**src/rtl/wb_stage_if.sv**
```systemverilog
// Handshake and result bus between the MEM stage, the write-back stage and the register file.
// The write-back side uses the slave modport; the MEM stage and register file use master.
interface wb_stage_if #(
  parameter int XLEN   = 16,
  parameter int REG_AW = 3,
  parameter int LANE_W = $clog2(XLEN / 8)
) ();

  logic              valid_i;
  logic              ready_o;
  logic [REG_AW-1:0] rd_addr_i;
  logic              write_en_i;
  logic [1:0]        wb_sel_i;
  logic [XLEN-1:0]   alu_data_i;
  logic [XLEN-1:0]   pc_imm_i;
  logic [XLEN-1:0]   pc_link_i;
  logic [1:0]        mem_size_i;
  logic              mem_unsigned_i;
  logic [LANE_W-1:0] addr_lsb_i;
  logic              mem_rvalid_i;
  logic [XLEN-1:0]   mem_rdata_i;
  logic              flush_i;
  logic              rf_we_o;
  logic [REG_AW-1:0] rf_waddr_o;
  logic [XLEN-1:0]   rf_wdata_o;
  logic              pend_valid_o;
  logic [REG_AW-1:0] pend_rd_o;
  logic [31:0]       retire_cnt_o;

  modport slave (
    input  valid_i, rd_addr_i, write_en_i, wb_sel_i,
    input  alu_data_i, pc_imm_i, pc_link_i,
    input  mem_size_i, mem_unsigned_i, addr_lsb_i,
    input  mem_rvalid_i, mem_rdata_i, flush_i,
    output ready_o, rf_we_o, rf_waddr_o, rf_wdata_o,
    output pend_valid_o, pend_rd_o, retire_cnt_o
  );

  modport master (
    output valid_i, rd_addr_i, write_en_i, wb_sel_i,
    output alu_data_i, pc_imm_i, pc_link_i,
    output mem_size_i, mem_unsigned_i, addr_lsb_i,
    output mem_rvalid_i, mem_rdata_i, flush_i,
    input  ready_o, rf_we_o, rf_waddr_o, rf_wdata_o,
    input  pend_valid_o, pend_rd_o, retire_cnt_o
  );

endinterface

```
**src/rtl/wb_stage.sv**
```systemverilog
// riscv-mini write-back stage: result select, variable-latency load wait, sub-word extract, RF write pulse.
// Optional retired-instruction counter enabled by defining WB_RETIRE_CNT_EN.
module wb_stage #(
  parameter int XLEN   = 16,
  parameter int REG_AW = 3,
  localparam int LANE_W = $clog2(XLEN / 8)
) (
  input  logic        clk_i,
  input  logic        rst_ni,
  wb_stage_if.slave   bus
);

  localparam logic [1:0] WB_ALU     = 2'd0;
  localparam logic [1:0] WB_MEM     = 2'd1;
  localparam logic [1:0] WB_PC_IMM  = 2'd2;
  localparam logic [1:0] WB_PC_LINK = 2'd3;

  localparam logic [1:0] SZ_BYTE = 2'd0;
  localparam logic [1:0] SZ_HALF = 2'd1;

  typedef enum logic {
    IDLE     = 1'b0,
    WAIT_MEM = 1'b1
  } state_t;

  state_t            state_r;
  logic [REG_AW-1:0] ld_rd_r;
  logic [1:0]        ld_size_r;
  logic              ld_unsigned_r;
  logic [LANE_W-1:0] ld_lane_r;

  logic              rf_we_r;
  logic [REG_AW-1:0] rf_waddr_r;
  logic [XLEN-1:0]   rf_wdata_r;
  logic              pend_valid_r;
  logic [REG_AW-1:0] pend_rd_r;

  logic              ready_s;
  logic              accept_s;
  logic [XLEN-1:0]   sel_data_s;
  logic [31:0]       byte_shift_s;
  logic [31:0]       half_shift_s;
  logic [XLEN-1:0]   byte_word_s;
  logic [XLEN-1:0]   half_word_s;
  logic [7:0]        byte_s;
  logic [15:0]       half_s;
  logic [XLEN-1:0]   load_data_s;

  assign ready_s  = (state_r == IDLE);
  assign accept_s = bus.valid_i & ready_s;

  // Non-load result source mux.
  always_comb begin
    sel_data_s = bus.alu_data_i;
    case (bus.wb_sel_i)
      WB_ALU:     sel_data_s = bus.alu_data_i;
      WB_PC_IMM:  sel_data_s = bus.pc_imm_i;
      WB_PC_LINK: sel_data_s = bus.pc_link_i;
      default:    sel_data_s = bus.alu_data_i;
    endcase
  end

  // Sub-word extraction; shifting instead of part-selecting keeps every lane in range for any XLEN.
  always_comb begin
    byte_shift_s = 32'(ld_lane_r) << 3;
    half_shift_s = (32'(ld_lane_r) >> 1) << 4;
    byte_word_s  = bus.mem_rdata_i >> byte_shift_s;
    half_word_s  = bus.mem_rdata_i >> half_shift_s;
    byte_s       = byte_word_s[7:0];
    half_s       = half_word_s[15:0];
    load_data_s  = bus.mem_rdata_i;
    case (ld_size_r)
      SZ_BYTE: begin
        if (ld_unsigned_r) begin
          load_data_s = XLEN'(byte_s);
        end else begin
          load_data_s = XLEN'($signed(byte_s));
        end
      end
      SZ_HALF: begin
        if (ld_unsigned_r) begin
          load_data_s = XLEN'(half_s);
        end else begin
          load_data_s = XLEN'($signed(half_s));
        end
      end
      default: load_data_s = bus.mem_rdata_i;
    endcase
  end

  // Write-back FSM with registered register-file and hazard outputs.
  always_ff @(posedge clk_i or negedge rst_ni) begin
    if (!rst_ni) begin
      state_r       <= IDLE;
      ld_rd_r       <= '0;
      ld_size_r     <= 2'd0;
      ld_unsigned_r <= 1'b0;
      ld_lane_r     <= '0;
      rf_we_r       <= 1'b0;
      rf_waddr_r    <= '0;
      rf_wdata_r    <= '0;
      pend_valid_r  <= 1'b0;
      pend_rd_r     <= '0;
    end else begin
      rf_we_r <= 1'b0;
      case (state_r)
        IDLE: begin
          if (accept_s && !bus.flush_i && bus.write_en_i) begin
            if (bus.wb_sel_i == WB_MEM) begin
              state_r       <= WAIT_MEM;
              ld_rd_r       <= bus.rd_addr_i;
              ld_size_r     <= bus.mem_size_i;
              ld_unsigned_r <= bus.mem_unsigned_i;
              ld_lane_r     <= bus.addr_lsb_i;
              pend_valid_r  <= (bus.rd_addr_i != '0);
              pend_rd_r     <= bus.rd_addr_i;
            end else begin
              state_r    <= IDLE;
              rf_waddr_r <= bus.rd_addr_i;
              rf_wdata_r <= sel_data_s;
              rf_we_r    <= (bus.rd_addr_i != '0);
            end
          end else begin
            state_r <= IDLE;
          end
        end
        WAIT_MEM: begin
          // A flush kills the load even if its data arrives in the same cycle.
          if (bus.flush_i) begin
            state_r      <= IDLE;
            pend_valid_r <= 1'b0;
            pend_rd_r    <= '0;
          end else if (bus.mem_rvalid_i) begin
            state_r      <= IDLE;
            rf_waddr_r   <= ld_rd_r;
            rf_wdata_r   <= load_data_s;
            rf_we_r      <= (ld_rd_r != '0);
            pend_valid_r <= 1'b0;
            pend_rd_r    <= '0;
          end else begin
            state_r <= WAIT_MEM;
          end
        end
        default: begin
          state_r      <= IDLE;
          pend_valid_r <= 1'b0;
          pend_rd_r    <= '0;
        end
      endcase
    end
  end

`ifdef WB_RETIRE_CNT_EN
  logic        retire_s;
  logic [31:0] retire_cnt_r;

  // Stores, non-load writes and completed loads retire; flushed work does not.
  always_comb begin
    retire_s = 1'b0;
    if (state_r == IDLE) begin
      retire_s = accept_s & ~bus.flush_i & ~(bus.write_en_i & (bus.wb_sel_i == WB_MEM));
    end else begin
      retire_s = ~bus.flush_i & bus.mem_rvalid_i;
    end
  end

  // Free-running retire counter, wraps naturally at 2^32.
  always_ff @(posedge clk_i or negedge rst_ni) begin
    if (!rst_ni) begin
      retire_cnt_r <= 32'd0;
    end else if (retire_s) begin
      retire_cnt_r <= retire_cnt_r + 32'd1;
    end else begin
      retire_cnt_r <= retire_cnt_r;
    end
  end

  assign bus.retire_cnt_o = retire_cnt_r;
`else
  assign bus.retire_cnt_o = 32'd0;
`endif

  assign bus.ready_o      = ready_s;
  assign bus.rf_we_o      = rf_we_r;
  assign bus.rf_waddr_o   = rf_waddr_r;
  assign bus.rf_wdata_o   = rf_wdata_r;
  assign bus.pend_valid_o = pend_valid_r;
  assign bus.pend_rd_o    = pend_rd_r;

endmodule

```
**src/flat_wrapper.sv**
```systemverilog
// flat-port wrapper written by rule: the top's interface ports become plain ports
module wb_stage_flat 
#(
  parameter int XLEN   = 16,
  parameter int REG_AW = 3,
  localparam int LANE_W = $clog2(XLEN / 8)
)
  (clk_i, rst_ni, bus_valid_i, bus_rd_addr_i, bus_write_en_i, bus_wb_sel_i, bus_alu_data_i, bus_pc_imm_i, bus_pc_link_i, bus_mem_size_i, bus_mem_unsigned_i, bus_addr_lsb_i, bus_mem_rvalid_i, bus_mem_rdata_i, bus_flush_i, bus_ready_o, bus_rf_we_o, bus_rf_waddr_o, bus_rf_wdata_o, bus_pend_valid_o, bus_pend_rd_o, bus_retire_cnt_o);
  wb_stage_if #(.XLEN(XLEN), .REG_AW(REG_AW)) bus_i ();
  input  logic clk_i;
  input  logic rst_ni;
  input wire logic [$bits(bus_i.valid_i)-1:0] bus_valid_i;
  input wire logic [$bits(bus_i.rd_addr_i)-1:0] bus_rd_addr_i;
  input wire logic [$bits(bus_i.write_en_i)-1:0] bus_write_en_i;
  input wire logic [$bits(bus_i.wb_sel_i)-1:0] bus_wb_sel_i;
  input wire logic [$bits(bus_i.alu_data_i)-1:0] bus_alu_data_i;
  input wire logic [$bits(bus_i.pc_imm_i)-1:0] bus_pc_imm_i;
  input wire logic [$bits(bus_i.pc_link_i)-1:0] bus_pc_link_i;
  input wire logic [$bits(bus_i.mem_size_i)-1:0] bus_mem_size_i;
  input wire logic [$bits(bus_i.mem_unsigned_i)-1:0] bus_mem_unsigned_i;
  input wire logic [$bits(bus_i.addr_lsb_i)-1:0] bus_addr_lsb_i;
  input wire logic [$bits(bus_i.mem_rvalid_i)-1:0] bus_mem_rvalid_i;
  input wire logic [$bits(bus_i.mem_rdata_i)-1:0] bus_mem_rdata_i;
  input wire logic [$bits(bus_i.flush_i)-1:0] bus_flush_i;
  output wire logic [$bits(bus_i.ready_o)-1:0] bus_ready_o;
  output wire logic [$bits(bus_i.rf_we_o)-1:0] bus_rf_we_o;
  output wire logic [$bits(bus_i.rf_waddr_o)-1:0] bus_rf_waddr_o;
  output wire logic [$bits(bus_i.rf_wdata_o)-1:0] bus_rf_wdata_o;
  output wire logic [$bits(bus_i.pend_valid_o)-1:0] bus_pend_valid_o;
  output wire logic [$bits(bus_i.pend_rd_o)-1:0] bus_pend_rd_o;
  output wire logic [$bits(bus_i.retire_cnt_o)-1:0] bus_retire_cnt_o;
  assign bus_i.valid_i = bus_valid_i;
  assign bus_i.rd_addr_i = bus_rd_addr_i;
  assign bus_i.write_en_i = bus_write_en_i;
  assign bus_i.wb_sel_i = bus_wb_sel_i;
  assign bus_i.alu_data_i = bus_alu_data_i;
  assign bus_i.pc_imm_i = bus_pc_imm_i;
  assign bus_i.pc_link_i = bus_pc_link_i;
  assign bus_i.mem_size_i = bus_mem_size_i;
  assign bus_i.mem_unsigned_i = bus_mem_unsigned_i;
  assign bus_i.addr_lsb_i = bus_addr_lsb_i;
  assign bus_i.mem_rvalid_i = bus_mem_rvalid_i;
  assign bus_i.mem_rdata_i = bus_mem_rdata_i;
  assign bus_i.flush_i = bus_flush_i;
  assign bus_ready_o = bus_i.ready_o;
  assign bus_rf_we_o = bus_i.rf_we_o;
  assign bus_rf_waddr_o = bus_i.rf_waddr_o;
  assign bus_rf_wdata_o = bus_i.rf_wdata_o;
  assign bus_pend_valid_o = bus_i.pend_valid_o;
  assign bus_pend_rd_o = bus_i.pend_rd_o;
  assign bus_retire_cnt_o = bus_i.retire_cnt_o;
  wb_stage #(.XLEN(XLEN), .REG_AW(REG_AW)) u_core (.clk_i(clk_i), .rst_ni(rst_ni), .bus(bus_i));
endmodule
```
**config.mk**
```make
export PLATFORM = sky130hd
export DESIGN_NAME = wb_stage_flat
export DESIGN_NICKNAME = d
export VERILOG_FILES = /design/src/rtl/wb_stage_if.sv /design/src/rtl/wb_stage.sv /design/src/flat_wrapper.sv
export SDC_FILE = /design/constraint.sdc
export NUM_CORES = 1
export LEC_CHECK = 0
export CAP_MARGIN = 20
export CORE_UTILIZATION = 38
export CTS_BUF_LIST = sky130_fd_sc_hd__clkbuf_16
export DETAILED_ROUTE_END_ITERATION = 12
export HOLD_SLACK_MARGIN = 0.1
export MAX_ROUTING_LAYER = met4
export PLACE_DENSITY = 0.82
export SETUP_SLACK_MARGIN = 0.4
export SYNTH_ARGS = -nofsm -noshare
export SYNTH_HDL_FRONTEND = slang
export SYNTH_SLANG_ARGS = --single-unit
```
**constraint.sdc**
```tcl
create_clock -name clk_i -period 2.05 [get_ports clk_i]
set_input_delay 0.41 -clock clk_i [delete_from_list [all_inputs] [get_ports clk_i]]
set_output_delay 0.41 -clock clk_i [all_outputs]
set_load 0.02 [all_outputs]
```
### Word-level counts from Yosys, hierarchy flattened

Cells that the tools add are included.

| storage, ports and cells | value |
|---|---|
| flip-flop bits (word level) | 32 |
| input bits | 79 |
| output and inout port bits | 57 |
| logic and storage cells | 64 |

| operators by class | value |
|---|---|
| eq/ne operators | 9 |
| shift operators | 1 |
| muxes and demuxes | 33 |
| bitwise operators | 2 |
| reduce and logical (&&, ||, !) cells | 9 |

Operator list:

| cell | number |
|---|---|
| $mux W16 | 6 |
| $pmux W16 S2 | 2 |
| $mux W3 | 8 |
| $shr A16 B4 Y8 | 1 |
| $mux W1 | 12 |
| $pmux W3 S2 | 2 |
| $ne A2 B2 Y1 const B | 5 |
| $pmux W1 S2 | 3 |
| $reduce_and A3 Y1 | 2 |
| $reduce_bool A3 Y1 | 2 |
| $eq A2 B2 Y1 const B | 2 |
| $reduce_and A4 Y1 | 1 |
| $ne A3 B3 Y1 const B | 1 |
| $eq A2 B1 Y1 const B | 1 |
| $logic_and A1 B1 Y1 | 2 |
| $logic_not A2 Y1 | 1 |
| $and A1 B1 Y1 | 1 |
| $logic_not A1 Y1 | 1 |
| $not A1 Y1 | 1 |

### Longest topological paths before layout

Gate-level depths: netlist (run 1).

| depth | value |
|---|---|
| word-level depth | 6 |
| gate-level depth with buffers | 7 |
| mapped depth without buffers | 4 |

### Worst setup path after synthesis (run 1)

No wires, ideal clock.

| timing path | value |
|---|---|
| kind | reg2reg |
| start point | reg u_core.state_r |
| end point | reg u_core.ld_lane_r |
| library setup time | 125 ps |
| arrival time | 1303 ps |
| data required time | 1925 ps |
| slack | 622 ps |
| stages on the path, launching flop included | 6 |
| buffers on the path | 2 |
| clock period less this slack | 1428 ps |
| cell sequence | dfrtp_1 buf_2 and4bb_4 nand2_2 buf_6 mux2_4 |

| between the ends | value |
|---|---|
| word-level cells in the longest chain between the ends | 5 |

RTL lines:

| what | line | RTL |
|---|---|---|
| from (decl) | wb_stage.sv:26 | `state_t state_r;` |
| from (signal assigned) | wb_stage.sv:94 | `state_r <= IDLE;` |
| from (signal assigned) | wb_stage.sv:110 | `state_r <= WAIT_MEM;` |
| from (signal assigned) | wb_stage.sv:118 | `state_r <= IDLE;` |
| $not A1 Y1 (*) | wb_stage.sv:49 | `assign ready_s = (state_r == IDLE);` |
| $and A1 B1 Y1 | wb_stage.sv:50 | `assign accept_s = bus.valid_i & ready_s;` |
| $logic_and A1 B1 Y1 (2 in series) | wb_stage.sv:108 | `if (accept_s && !bus.flush_i && bus.write_en_i) begin` |
| $reduce_and A3 Y1 (no source line) (*) | - |  |
| to (signal assigned) | wb_stage.sv:114 | `ld_lane_r <= bus.addr_lsb_i;` |
| to (decl) | wb_stage.sv:30 | `logic [LANE_W-1:0] ld_lane_r;` |

Mark *: on every way between the ends. The rest lies on a longest branch, timed or not.
A chain may end at the register's enable or synchronous reset.

### Worst setup path in the final report (run 1)

| timing path | value |
|---|---|
| start point | reg u_core.rf_waddr_r[2], in the netlist u_core.bus.rf_waddr_o[2] |
| end point | out bus_rf_waddr_o[2] |

RTL lines:

| what | line | RTL |
|---|---|---|
| from (decl) | wb_stage.sv:33 | `logic [REG_AW-1:0] rf_waddr_r;` |
| from (signal assigned) | wb_stage.sv:119 | `rf_waddr_r <= bus.rd_addr_i;` |
| from (signal assigned) | wb_stage.sv:135 | `rf_waddr_r <= ld_rd_r;` |
| to (decl) | flat_wrapper.sv:27 | `output wire logic [$bits(bus_i.rf_waddr_o)-1:0] bus_rf_waddr_o;` |

No word-level cell between the ends.

==> results.toml, run 1 <==
[run_status]
status = "finished, final reports clean"

[routing]
drt-total-wl_um = 6369
wl_per_cell_um = 15.57
drt-initial-drc-count = 118
antenna_left = 0
remaining_drc_errors = 0
first_pass_iters = 4
avgViaCountPerCell = 4.988
vias = 2040

[global_route]
antenna_found_initial = 0
grt_pass1_vias = 1978
grt-ovfl-total = 0
grt_max_degree = 33
grt_pass1_wl_um = 9708
grtUsageTotal_pct = 21.38

[worst_setup_path]
path_cells = "clkdlybuf4s50_1"
critPathArrivalTime_ns = 1.22
r2r_slack_ns = 0.47
crit_fanout = 2
cp_top_family = "buffers and inverters"
critPathKind = "reg2out"
critPathBufInv = 1
slowest_stage = "clkdlybuf4s50_1"
critPathMaxStageDelay_ns = 0.60
crit_path_end_kind = "output pin"
critPathRequiredTime_ns = 1.64
startpoint_type = "flop"

[placement]
dpl.hpwl_um = 4780
placed_cell_area_sq_mm = 0.003197
finalWeightedCongestion = 0.8006
numPortBuffers = 103
post-place-ws_ns = 0.08061

[synthesis]
synth_xor_area_share_pct = 0
synth_edf_count = 0
ys_seq_elements = 32
synth_cells = 233
async_flop_share_pct = 100.0
synth-compound-area-share_pct = 20.60
ys.flop_type = "dfrtp_1"
synth-adder-area-share_pct = 0
synth.yosys.seq_area_share_pct = 36.02
syn_area_sq_mm = 0.002223
synth.distinct_cells = 36
avgSynthCellArea_sq_um = 9.542
synth_mux_area_share_pct = 14.58
yosys_warnings = 0
synth_top_family_by_area = "compound AO/OA/AOI/OAI gates"
synth-simple-area-share_pct = 12.44

[floorplanning]
die_w_um = 78.49
die_h_um = 78.49
ios = 136
fp.coreArea_sq_mm = 0.005574
rows = 27
dieArea_sq_mm = 0.006161
start_util_pct = 39.89

[clock_network]
root_buffer = "clkbuf_16"
cts_sinks = 32
cts_hold_buf = 0
clock_path_buffers = 2
clkLatencyLatePin_ns = 0.27
cts_tree = "built"
cts_made_buffers = 5
clk_pin_slew_ns = 0.05
htree_levels = 2

[sta]
fmax_mhz = 614.7
setup_tns_ns = 0
clock_skew_ns = 0.004147
fin_crit_sh_pct = 79.35
rsz0062_at_grt = "true"
setup_slack_ns = 0.4232
setup_viol = 0
drv_slew = 0
finalHoldViolations = 0
period_needed_ns = 1.627

[layout]
mostFrequentLayoutCell = "clkdlybuf4s50_1"
fillerInstances = 497
n_antenna_cell = 0
final_area_sq_mm = 0.003425
drive_gt1_share_pct = 16.02
area_delta_synth_final_pct = 54.02
final_cell_mix = "clkdlybuf4s50_1 (81), conb_1 (32), dfrtp_1 (32)"
nNetsFinal = 415

[hold_path]
hold_path_class = "reg2reg"

[run]
maxCapViolations = 0

[pwr]
vdd_drop_max_v = 0.0004145
finalPower_mw = 2.474
powerDensity_mw_per_mm2 = 722.4
power.leakage_nw = 1.626
-- metrics by stage --
step                      hold WS, ns  util, %  instances
after floorplan                0.1144        -        264
after global placement         0.4613    57.35        399
after detailed placement       0.4736    57.35        399
after CTS                      0.4847    60.40        409
after global routing           0.5061    61.44        409
final                          0.4761    61.44        409
-- per-layer routing --
metal  global-route usage [%]  routed length [um]
met4                    7.407                 106
met2                    36.23                3303
met5                        -                   0
met1                    26.01                2585
met3                    3.023                 373
-- cell type report --
type	count	area [sq um]	area share (%)
multi-input combinational	183	1235	36.06
tap	72	90.09	2.631
timing repair buffer	113	1159	33.83
inverter	1	3.754	0.1096
sequential	32	800.8	23.38
clock buffer	5	125.1	3.654
clock inverter	3	11.26	0.3288
-- cells by family after synthesis --
| kind of cell | after synthesis |
|---|---|
| AOI/OAI and AO/OA | 62 |
| buffers and inverters | 49 |
| DFF | 32 |
| muxes | 29 |
| other | 1 |
| and+or+nand+nor | 60 |
-- synthesized netlist by cell type (2+ instances only) --
master | number | area (sq um)
o22ai_1 | 8 | 50.05
mux2_4 | 4 | 60.06
nand2_1 | 32 | 120.1
buf_6 | 6 | 67.56
o21ai_1 | 4 | 20.02
a21oi_1 | 14 | 70.07
o31ai_2 | 8 | 100.1
a211oi_1 | 8 | 60.06
o21ai_0 | 8 | 40.04
nand3_1 | 2 | 10.01
mux2i_1 | 14 | 140.1
clkbuf_1 | 2 | 7.510
mux2_2 | 11 | 123.9
nor2_1 | 16 | 60.06
a311oi_1 | 7 | 61.31
buf_2 | 6 | 30.03
dfrtp_1 | 32 | 800.8
buf_4 | 33 | 247.7
-- final timing paths --
kind / depth (start not counted) / end / start
worst max-delay path: 1 / bus_rf_waddr_o[2] / u_core.bus.rf_waddr_o[2]$_DFFE_PN0P_
worst min-delay path: 2 / u_core.bus.rf_wdata_o[12]$_DFFE_PN0P_ / u_core.bus.rf_wdata_o[12]$_DFFE_PN0P_
worst max register to register: 4 / u_core.bus.rf_wdata_o[10]$_DFFE_PN0P_ / u_core.ld_size_r[1]$_DFFE_PN0P_
worst min register to register: 2 / u_core.bus.rf_wdata_o[12]$_DFFE_PN0P_ / u_core.bus.rf_wdata_o[12]$_DFFE_PN0P_
max in group asynchronous: 2 / u_core.bus.rf_wdata_o[11]$_DFFE_PN0P_ / rst_ni
min in group asynchronous: 2 / u_core.bus.rf_wdata_o[1]$_DFFE_PN0P_ / rst_ni
-- registers in the layout, summed over array words and instances, names as in the netlist --
| signal | flops |
|---|---|
| u_core.bus.pend_rd_o | 3 |
| u_core.bus.pend_valid_o | 1 |
| u_core.bus.rf_waddr_o | 3 |
| u_core.bus.rf_wdata_o | 16 |
| u_core.bus.rf_we_o | 1 |
| u_core.ld_lane_r | 1 |
| u_core.ld_rd_r | 3 |
| u_core.ld_size_r | 2 |
| u_core.ld_unsigned_r | 1 |
| u_core.state_r | 1 |
-- report_power, final --
group	total, mW	internal (mW)	leakage, nW	switching [mW]
registers	0.870	0.772	0.399	0.0986
logic	0.919	0.457	1.15	0.462
clock network	0.685	0.436	0.0738	0.249
-- what timing repair did --
action / CTS / global route
buffers inserted: 1 / 0
pin swaps: 0 / 1
setup endpoints to repair: 25 / 22
gates cloned: 1 / 0
hold endpoints to repair: 0 / 0
gates resized for setup: 16 / 20
Power figures use the tool's default switching activity.
==> run 2: changes to the inputs <==
==> constraint.sdc (replaced) <==
create_clock -name clk_i -period 1.6 [get_ports clk_i]
set_input_delay 0.32 -clock clk_i [delete_from_list [all_inputs] [get_ports clk_i]]
set_output_delay 0.32 -clock clk_i [all_outputs]
set_load 0.02 [all_outputs]
==> results.toml, run 2 (synthesis gave the netlist of run 1 again) <==
[routing]
remaining_drc_errors = 0
wl_per_cell_um = 19.12
first_pass_iters = 4
antenna_left = 0
avgViaCountPerCell = 5.216
drt-total-wl_um = 8413
vias = 2295
drt-initial-drc-count = 158

[global_route]
grt_pass1_vias = 2227
grt_pass1_wl_um = 11250
grtUsageTotal_pct = 24.74
grt_max_degree = 33
antenna_found_initial = 0
grt-ovfl-total = 0

[run_status]
status = "complete, but fails checks"
violations = "negative setup slack"

[sta]
setup_slack_ns = -0.02665
setup_viol = 2
fmax_mhz = 614.8
clock_skew_ns = 0.005536
hold_ws_ns = 0.4521
drv_slew = 0
fin_crit_sh_pct = 101.7
rsz0062_at_grt = "true"
setup_tns_ns = -0.04542
finalHoldViolations = 0
period_needed_ns = 1.627

[worst_setup_path]
critPathBufInv = 3
path_cells = "buf_12 > buf_4 > buf_6 > or2_4 > o22ai_2 > o31ai_4"
cp_top_family = "flip-flops"
critPathKind = "reg2reg"
r2r_start = "u_core.state_r$_DFF_PN0_"
crit_path_end_kind = "flop"
startpoint_type = "flop"
critPathArrivalTime_ns = 1.78
crit_fanout = 8
slowest_stage = "dfrtp_1"
critPathMaxStageDelay_ns = 0.41
critPathRequiredTime_ns = 1.75
startpoint = "u_core.state_r$_DFF_PN0_"

[layout]
multiInputGateArea_sq_mm = 0.001495
n_antenna_cell = 0
mostFrequentLayoutCell = "clkdlybuf4s50_1"
final_area_sq_mm = 0.003948
drive_gt1_share_pct = 42.39
final_cell_mix = "clkdlybuf4s50_1 (75), conb_1 (32), dfrtp_1 (32)"
final_cells = 440
area_delta_synth_final_pct = 77.55
fillerInstances = 390
nNetsFinal = 446
regArea_sq_um = 800.8
largest_reg_flops = 16
utilization_pct = 70.82

[clock_network]
htree_levels = 2
clk_pin_slew_ns = 0.06
clock_path_buffers = 2
root_buffer = "clkbuf_16"
cts_tree = "built"
cts_made_buffers = 5
cts_sinks = 32
clkLatencyLatePin_ns = 0.28

[run]
maxCapViolations = 0

[placement]
dp_cells = 408
dpl.hpwl_um = 5022
placed_cell_area_sq_mm = 0.003302
numPortBuffers = 103
finalWeightedCongestion = 0.8411

[pwr]
vdd_drop_max_v = 0.0006027
power.leakage_nw = 1.786
powerDensity_mw_per_mm2 = 912.9

[floorplanning]
die_w_um = 78.49
ios = 136
start_util_pct = 39.89
rows = 27
dieArea_sq_mm = 0.006161
die_h_um = 78.49
fp.coreArea_sq_mm = 0.005574

[hold_path]
hold_path_class = "in2async"
==> run 2: cell types whose count changed in the layout (fill, tap and decap cells not counted), moves of 6 or more <==
cell	before	now
o21ai_0	8	0
nand2_1	31	10
o21ai_2	0	7
dlygate4sd2_1	13	3
dlymetal6s2s_1	8	0
buf_6	1	10
buf_4	6	20
a21oi_1	14	7
nand2_2	1	17
clkdlybuf4s50_1	81	75
buf_2	0	24
==> run 2: path summary, 6_finish.rpt <==
check / end / slack (ns) / cells past startpoint
worst max-delay path: u_core.bus.rf_wdata_o[8]$_DFFE_PN0P_ / -0.03 / 6
worst max register to register: u_core.bus.rf_wdata_o[8]$_DFFE_PN0P_ / -0.03 / 6
max in group asynchronous: u_core.bus.rf_wdata_o[12]$_DFFE_PN0P_ / 0.83 / 2
worst min-delay path: u_core.bus.rf_wdata_o[1]$_DFFE_PN0P_ / 0.45 / 2
min in group clk_i: u_core.bus.rf_wdata_o[14]$_DFFE_PN0P_ / 0.48 / 2
worst min register to register: u_core.bus.rf_wdata_o[14]$_DFFE_PN0P_ / 0.48 / 2
==> run 2: through the flow <==
step	setup slack, ns	power [mW]
after detailed placement	-0.2558	2.376
final	-0.02665	3.604
after global routing	-0.04935	3.742
after floorplan	0.1790	1.824
after global placement	-0.2085	2.349
after CTS	0.05004	3.364
==> run 2: power by group <==
part	switching [mW]	leakage [nW]	internal, mW
Combinational	0.729	1.31	0.636
Sequential	0.171	0.399	0.988
Clock	0.357	0.0789	0.723
Total	1.26	1.79	2.35
==> run 2: layout make-up <==
type                       count  area share, %
clock buffer                   5          3.170
clock inverter                 3         0.9509
inverter                       1        0.09509
multi-input combinational    183          37.88
sequential                    32          20.29
tap                           72          2.282
timing repair buffer         144          35.34
==> run 2: worst reg2reg max path, stage by stage (launching register included) <==
cell and delay, ns:
dfrtp_1 0.41, buf_12 0.14, buf_4 0.14, buf_6 0.12
or2_4 0.32, o22ai_2 0.27, o31ai_4 0.11
==> run 2: metal layers <==
metal | vias to the layer above | global-route usage (%) | share of wire (%)
li1 | 1035 | - | -
met1 | 1091 | 30.11 | 39
met2 | 143 | 40.18 | 51
met3 | 26 | 4.884 | 6.7
met4 | 0 | 10.00 | 3.3
met5 | - | - | 0
==> run 2: repair_timing <==
item,4_1_cts,5_1_grt
pin swaps,14,23
cloned,0,3
setup buffers,15,6
resized for setup,129,59
setup endpoints to repair,57,33
hold buffers,0,0
==> run 3: changes to the inputs <==
--- a/config.mk
+++ b/config.mk
@@ -5,7 +5,6 @@
 export SDC_FILE = /design/constraint.sdc
 export NUM_CORES = 1
 export LEC_CHECK = 0
-export CAP_MARGIN = 20
 export CORE_UTILIZATION = 38
 export CTS_BUF_LIST = sky130_fd_sc_hd__clkbuf_16
 export DETAILED_ROUTE_END_ITERATION = 12
==> results of run 3 <==
Final layout, timing and power as in run 2 (identical DEF).
